[config.mk]
export PLATFORM = sky130hd
export DESIGN_NAME = button_conditioner
export DESIGN_NICKNAME = d
export VERILOG_FILES = /design/src/rtl/button_conditioner.sv
export SDC_FILE = /design/constraint.sdc
export NUM_CORES = 1
export LEC_CHECK = 0
export BUFFER_PORTS_ARGS = -buffer_cell sky130_fd_sc_hd__buf_2
export CAP_MARGIN = 20
export CELL_PAD_IN_SITES_DETAIL_PLACEMENT = 0
export CELL_PAD_IN_SITES_GLOBAL_PLACEMENT = 2
export CORE_MARGIN = 2
export CORE_UTILIZATION = 35
export CTS_CLUSTER_SIZE = 24
export DETAILED_ROUTE_END_ITERATION = 16
export HOLD_SLACK_MARGIN = 0.15
export PLACE_DENSITY = 0.8
export SYNTH_ARGS = -nofsm -noshare
export SYNTH_HDL_FRONTEND = slang
export SYNTH_SLANG_ARGS = --single-unit
[constraint.sdc]
create_clock -name clock -period 2.15 [get_ports clock]
set_clock_uncertainty 0.05 [all_clocks]
set_input_delay 0.43 -clock clock [delete_from_list [all_inputs] [get_ports clock]]
set_output_delay 0.43 -clock clock [all_outputs]
set_load 0.01 [all_outputs]
[src/rtl/button_conditioner.sv]
// -----------------------------------------------------------------------------
// button_conditioner
//
// Multi-channel push-button / switch input conditioner. Each channel passes
// through a 2-FF synchronizer and a counter-based debounce filter. One-cycle
// press/release pulses mark every debounced transition. The block sits in
// front of the core on board top levels and produces clean reset/halt levels.
//
// Parameters:
//   CLOCK_FREQUENCY  clock frequency in Hz
//   DEBOUNCE_US      required stable time in microseconds
//   NUM_INPUTS       number of independent channels
//
// Ports:
//   clock          system clock
//   reset          asynchronous, active-low reset; clears every flop
//   button_in      raw asynchronous button/switch levels
//   button_out     debounced stable levels (active-high "pressed")
//   press_pulse    1-cycle pulse after a debounced 0->1 transition
//   release_pulse  1-cycle pulse after a debounced 1->0 transition
//
// Build option:
//   BUTTON_CONDITIONER_ACTIVE_LOW_EN - when defined, button_in is inverted
//   at the first synchronizer flop, for boards with active-low buttons. The
//   outputs keep their active-high meaning. Reset values are 0 in both
//   builds, so an idle-high button reads as released after reset, with no
//   pulse.
// -----------------------------------------------------------------------------
module button_conditioner #(
  parameter int CLOCK_FREQUENCY = 50000000,
  parameter int DEBOUNCE_US     = 10000,
  parameter int NUM_INPUTS      = 2
) (
  input  logic                  clock,
  input  logic                  reset,
  input  logic [NUM_INPUTS-1:0] button_in,
  output logic [NUM_INPUTS-1:0] button_out,
  output logic [NUM_INPUTS-1:0] press_pulse,
  output logic [NUM_INPUTS-1:0] release_pulse
);

  // Number of consecutive mismatching samples needed before the output moves.
  // A value of 1 means the output simply follows the synchronizer.
  localparam int DEBOUNCE_RAW    = (CLOCK_FREQUENCY / 32'sd1000000) * DEBOUNCE_US;
  localparam int DEBOUNCE_CYCLES = (DEBOUNCE_RAW < 32'sd1) ? 32'sd1 : DEBOUNCE_RAW;
  localparam int CNT_W           = $clog2(DEBOUNCE_CYCLES + 32'sd1);

  localparam logic [CNT_W-1:0] CNT_ZERO = {CNT_W{1'b0}};
  localparam logic [CNT_W-1:0] CNT_ONE  = CNT_W'(32'd1);
  // The counter saturates here and never wraps.
  localparam logic [CNT_W-1:0] CNT_MAX  = CNT_W'(DEBOUNCE_CYCLES - 32'sd1);

  logic [NUM_INPUTS-1:0] raw_s;
  logic [NUM_INPUTS-1:0] sync1_r;
  logic [NUM_INPUTS-1:0] sync2_r;
  logic [CNT_W-1:0]      count_r      [NUM_INPUTS];
  logic [CNT_W-1:0]      count_nxt_s  [NUM_INPUTS];
  logic [NUM_INPUTS-1:0] out_r;
  logic [NUM_INPUTS-1:0] out_nxt_s;
  logic [NUM_INPUTS-1:0] press_r;
  logic [NUM_INPUTS-1:0] press_nxt_s;
  logic [NUM_INPUTS-1:0] release_r;
  logic [NUM_INPUTS-1:0] release_nxt_s;

`ifdef BUTTON_CONDITIONER_ACTIVE_LOW_EN
  // Active-low board buttons: fold the inversion into the first sync stage.
  assign raw_s = ~button_in;
`else
  assign raw_s = button_in;
`endif

  // Per-channel debounce decision: restart on agreement, commit on the
  // DEBOUNCE_CYCLES-th consecutive disagreement, otherwise keep counting.
  always_comb begin
    for (int i = 0; i < NUM_INPUTS; i++) begin
      count_nxt_s[i]   = count_r[i];
      out_nxt_s[i]     = out_r[i];
      press_nxt_s[i]   = 1'b0;
      release_nxt_s[i] = 1'b0;
      if (sync2_r[i] == out_r[i]) begin
        count_nxt_s[i] = CNT_ZERO;
      end else if (count_r[i] == CNT_MAX) begin
        // Pulse is registered on the same edge as the level change, so it
        // is visible exactly during the cycle following that edge.
        count_nxt_s[i]   = CNT_ZERO;
        out_nxt_s[i]     = sync2_r[i];
        press_nxt_s[i]   = sync2_r[i];
        release_nxt_s[i] = ~sync2_r[i];
      end else begin
        count_nxt_s[i] = count_r[i] + CNT_ONE;
      end
    end
  end

  // Synchronizer, counters, debounced levels and pulse registers.
  always_ff @(posedge clock or negedge reset) begin
    if (!reset) begin
      sync1_r   <= {NUM_INPUTS{1'b0}};
      sync2_r   <= {NUM_INPUTS{1'b0}};
      out_r     <= {NUM_INPUTS{1'b0}};
      press_r   <= {NUM_INPUTS{1'b0}};
      release_r <= {NUM_INPUTS{1'b0}};
      for (int i = 0; i < NUM_INPUTS; i++) begin
        count_r[i] <= CNT_ZERO;
      end
    end else begin
      sync1_r   <= raw_s;
      sync2_r   <= sync1_r;
      out_r     <= out_nxt_s;
      press_r   <= press_nxt_s;
      release_r <= release_nxt_s;
      for (int i = 0; i < NUM_INPUTS; i++) begin
        count_r[i] <= count_nxt_s[i];
      end
    end
  end

  assign button_out    = out_r;
  assign press_pulse   = press_r;
  assign release_pulse = release_r;

endmodule

Word-level counts from Yosys, hierarchy flattened --
Index checks and enable logic that the tools add are counted.
Storage, ports and cells: register bits 48, bits in latches 0, RAM bits 0, bits in read-only memories 0, output and inout bits 6, memories kept 0
Cells by class: add/sub/neg operators 2, $mul 0, div/mod/pow operators 0, magnitude comparators 0, equal/unequal tests 4, shift operators 0, multiplexer cells 12, bitwise gates (word level) 4, reductions and logical operators 2
Operators with widths (number):
- 19-bit two-way mux | 4
- 19-bit by 1-bit adder with 19-bit output (second input constant) | 2
- 19-bit equality test (second input constant) | 2
- 1-bit two-way mux | 8
- 1-bit inverter | 4
- 2-bit AND reduction | 2
- 1-bit equality test | 2

Depth between registers and ports, before layout --
depth in word-level cells 3, gate-level depth with buffers 7, mapped depth without buffers 5

Worst setup path after synthesis --
OpenSTA, ideal clock, no wires.
path type reg2reg, start register count_r[19] (netlist bit), end register count_r[35] (netlist bit), arrival 1.792 ns, data required time 2.022 ns, slack 0.230 ns, cell stages (with the launch flop) 6, cell sequence dfrtp_1 -> ha_1 -> nand4_4 -> or4_4 -> or3_1 -> a21oi_1
RTL lines:
- start: declaration | line 56 | logic [CNT_W-1:0] count_r [NUM_INPUTS];
- start signal: indexed assignment | line 113 | count_r[i] <= count_nxt_s[i];

Worst setup path after layout --
start register count_r[19] (netlist bit), end register out_r[0], in the netlist button_out[0]
On the way: cells in the longest elaborated chain, start to end 2
RTL lines:
- 19-bit equality test | line 82 | end else if (count_r[i] == CNT_MAX) begin
- 2-bit AND reduction (no line)
- end signal: assignment | line 100 | out_r <= {NUM_INPUTS{1'b0}};
- end signal: assignment | line 109 | out_r <= out_nxt_s;
- end: declaration | line 58 | logic [NUM_INPUTS-1:0] out_r;
Every way passes these cells. A chain may end at the register's enable or synchronous reset.

==> flow_summary.ini <==
[sta]
max_freq_mhz = 505
tns_ns = 0
finalSetupViolations = 0
worstMarginPinSlew_ns = 0.604
final_hold_viol_count = 0
finalCritPeriodShare_pct = 92.1
maxSlewHeadroom_pct = 59.4
rsz0062_at_grt = false
period_minus_slack_ns = 1.98
slew_violations = 0

[setup_path]
worst-endpoint-arrival_ns = 2.12
critical_path_depth = 5
reg2reg_depth = 5
critPathBufInv = 1
path_cells = ha_1, nand4_4, buf_4, or4_4, mux2_2
worstPathMaxFanout = 7
end_kind = flop
cpMaxStageDelayCell = or4_4
cpLargestDelayFamily = simple AND/OR/NAND/NOR gates
crit_type = flop to flop
required_ns = 2.29
slowest_delay_ns = 0.51
critPathLaunchType = flop

[route]
drt_iter0_drc = 79
viasPerCell = 5.14
vias = 1613
post-route-drc-count = 0
ant_nets = 0
wl_per_cell_um = 14.0
drt-pass1-iter-count = 4
routed_wl_mm = 4.40

[floorplan]
start_util_pct = 35.8
dieArea_sq_um = 7070
fp.dieW_um = 84.1
die_h_um = 84.1
pin_count = 10
num_rows = 29
core_sq_um = 6280

[run_status]
outcome = complete, no violations

[synth]
synth_seq_cells = 48
avgSynthCellArea_sq_um = 10.4
synthFlopType = dfrtp_1
netlist_instances = 215
seq_area_frac_synth_pct = 53.5
synth-edff-count = 0
syn-num-nets = 221
syn_area_sq_um = 2250
synth_top_cell_by_area = dfrtp_1
yosys_warnings = 0
synthArstFlopShare_pct = 100
synth_top_area_share_pct = 53.5
ys_top_cells_by_area = dfrtp_1 (53%), xnor2_1 (7.4%), nor2_1 (5.0%)
synth.distinct_cells = 34

[finish]
drive_gt1_share_pct = 14.8
final_cells = 314
syn_to_final_growth_pct = 12.6
final_common_cell = dfrtp_1
final_cell_mix = dfrtp_1 (48), nor2_1 (30), xnor2_1 (19), nand3_1 (12), nand4_1 (11)
nets = 242
antenna_cells = 0

[placed_design]
numPortBuffers = 9
post-place-cells = 305
dp_hpwl_mm = 3.16
gp_congestion = 0.736

[pwr]
comb_power_share_pct = 4.0
powerDensity_nw_per_um2 = 620
p_int_mw = 1.20
ir_drop_mv = 0.313
clkPwrFrac_pct = 36.8
sequentialPowerShare_pct = 59.2
leakage_nw = 1.03
power.net_switching_uw = 371
swShare_pct = 23.6

[global_route]
grt_pass1_wl_mm = 7.64
grt_pass1_vias = 1552
grtUsageTotal_pct = 13.6
grt_max_degree = 25
grt_antenna_before_repair = 0
grt_overflow_total = 0

[hold_path]
hp-class = input port to flop
worst_hold_path.num_cells = 1

[clock_network]
post_cts_buffers = 0
clk_latency_ns = 0.30
cts_max_path_buffers = 2
h-tree-depth = 2
root_buffer = clkbuf_8
clkSinkCount = 48
cts_tree = yes
cts_made_buffers = 5
clk_pin_slew_ns = 0.09

[run]
cap_viol_max_count = 0
[flip-flops by register name, summed over array words and instances (netlist names)]
name           flops
sync2_r            2
press_pulse        2
sync1_r            2
count_r           38
button_out         2
release_pulse      2
[layout make-up]
| type | instances | area, sq um |
|---|---|---|
| clock inverters | 2 | 15.0 |
| multi-input cells | 157 | 997 |
| flip-flops and latches | 48 | 1200 |
| well taps | 77 | 96.3 |
| fillers | 602 | 3750 |
| inverters | 6 | 22.5 |
| repair buffers | 18 | 115 |
| clock buffers | 6 | 82.6 |
[timing repair]
action | in CTS | in global routing
hold buffers | 1 | 0
hold endpoints to repair | 22 | 0
gates resized for setup | 0 | 0
[synth_stat cells (3+ instances only)]
library cell and instances:
a21oi_1 9, nand2_1 10, dfrtp_1 48, and3_1 5, nor4_1 5, or3_1 6
inv_1 6, nor3b_1 4, nand3_1 12, xnor2_1 19, nand4_1 11, o21ai_0 6
and2_1 3, xor2_1 8, nor3_1 7, nor2_1 30
[logic make-up (layout without fill, tap and decap cells)]
kind of cell / count (synthesis) / in the layout / share of synthesized area [%]
and+or+nand+nor: 106 / 106 / 26.2
DFF: 48 / 48 / 53.5
xor gates and xnor gates: 27 / 27 / 10.5
AOI/OAI and AO/OA: 20 / 20 / 5.57
buffers and inverters: 10 / 32 / 2.12
adders and majority gates: 2 / 2 / 1.11
muxes: 2 / 2 / 1.00
[path summary, 6_finish.rpt]
check                                 startpoint                        end  slack (ns)
max in group asynchronous                  reset      count_r[33]$_DFF_PN0_        0.86
setup reg to reg           count_r[19]$_DFF_PN0_  button_out[0]$_DFFE_PN0P_        0.17
min in group asynchronous                  reset       count_r[0]$_DFF_PN0_        0.59
setup / recovery           count_r[19]$_DFF_PN0_  button_out[0]$_DFFE_PN0P_        0.17
hold reg to reg             sync1_r[0]$_DFF_PN0_       sync2_r[0]$_DFF_PN0_        0.31
hold / removal                      button_in[0]       sync1_r[0]$_DFF_PN0_        0.18
[worst register-to-register path: cells and delay by family (launching register included)]
kind | cells | cell delay (ns)
buf+inv | 1 | 0.19
mux | 1 | 0.29
simple gates | 2 | 0.64
flops | 1 | 0.43
fa+ha+maj | 1 | 0.28
[routing by layer]
metal  global-route usage [%]  vias up  share of wire, %
met5                        0        -                 0
met4                     4.84        0               1.3
met3                     3.26        5               2.9
met2                     20.7       22                46
met1                     19.1      790                49
li1                         -      796                 -
[through the flow]
step           util (%)  setup slack [ns]  total power, mW  hold slack (ns)  cell area, sq um
2_1_floorplan         -             0.230            0.972           0.0844              2250
3_3_place_gp       38.6             0.202             1.01            0.284              2420
3_5_place_dp       38.6             0.180             1.01            0.288              2420
4_1_cts            40.3             0.154             1.59            0.176              2530
5_1_grt            40.3            0.0387             1.63            0.166              2530
6_report           40.3             0.171             1.57            0.180              2530
[power by group through the flow]
stage / Sequential (mW) / Clock, mW / Combinational (mW)
after floorplan: 0.944 / 0 / 0.0278
after global placement: 0.946 / 0 / 0.0629
after detailed placement: 0.947 / 0 / 0.0629
after CTS: 0.929 / 0.593 / 0.0646
after global routing: 0.931 / 0.627 / 0.0722
final: 0.929 / 0.577 / 0.0624
Power figures use the tool's default switching activity.
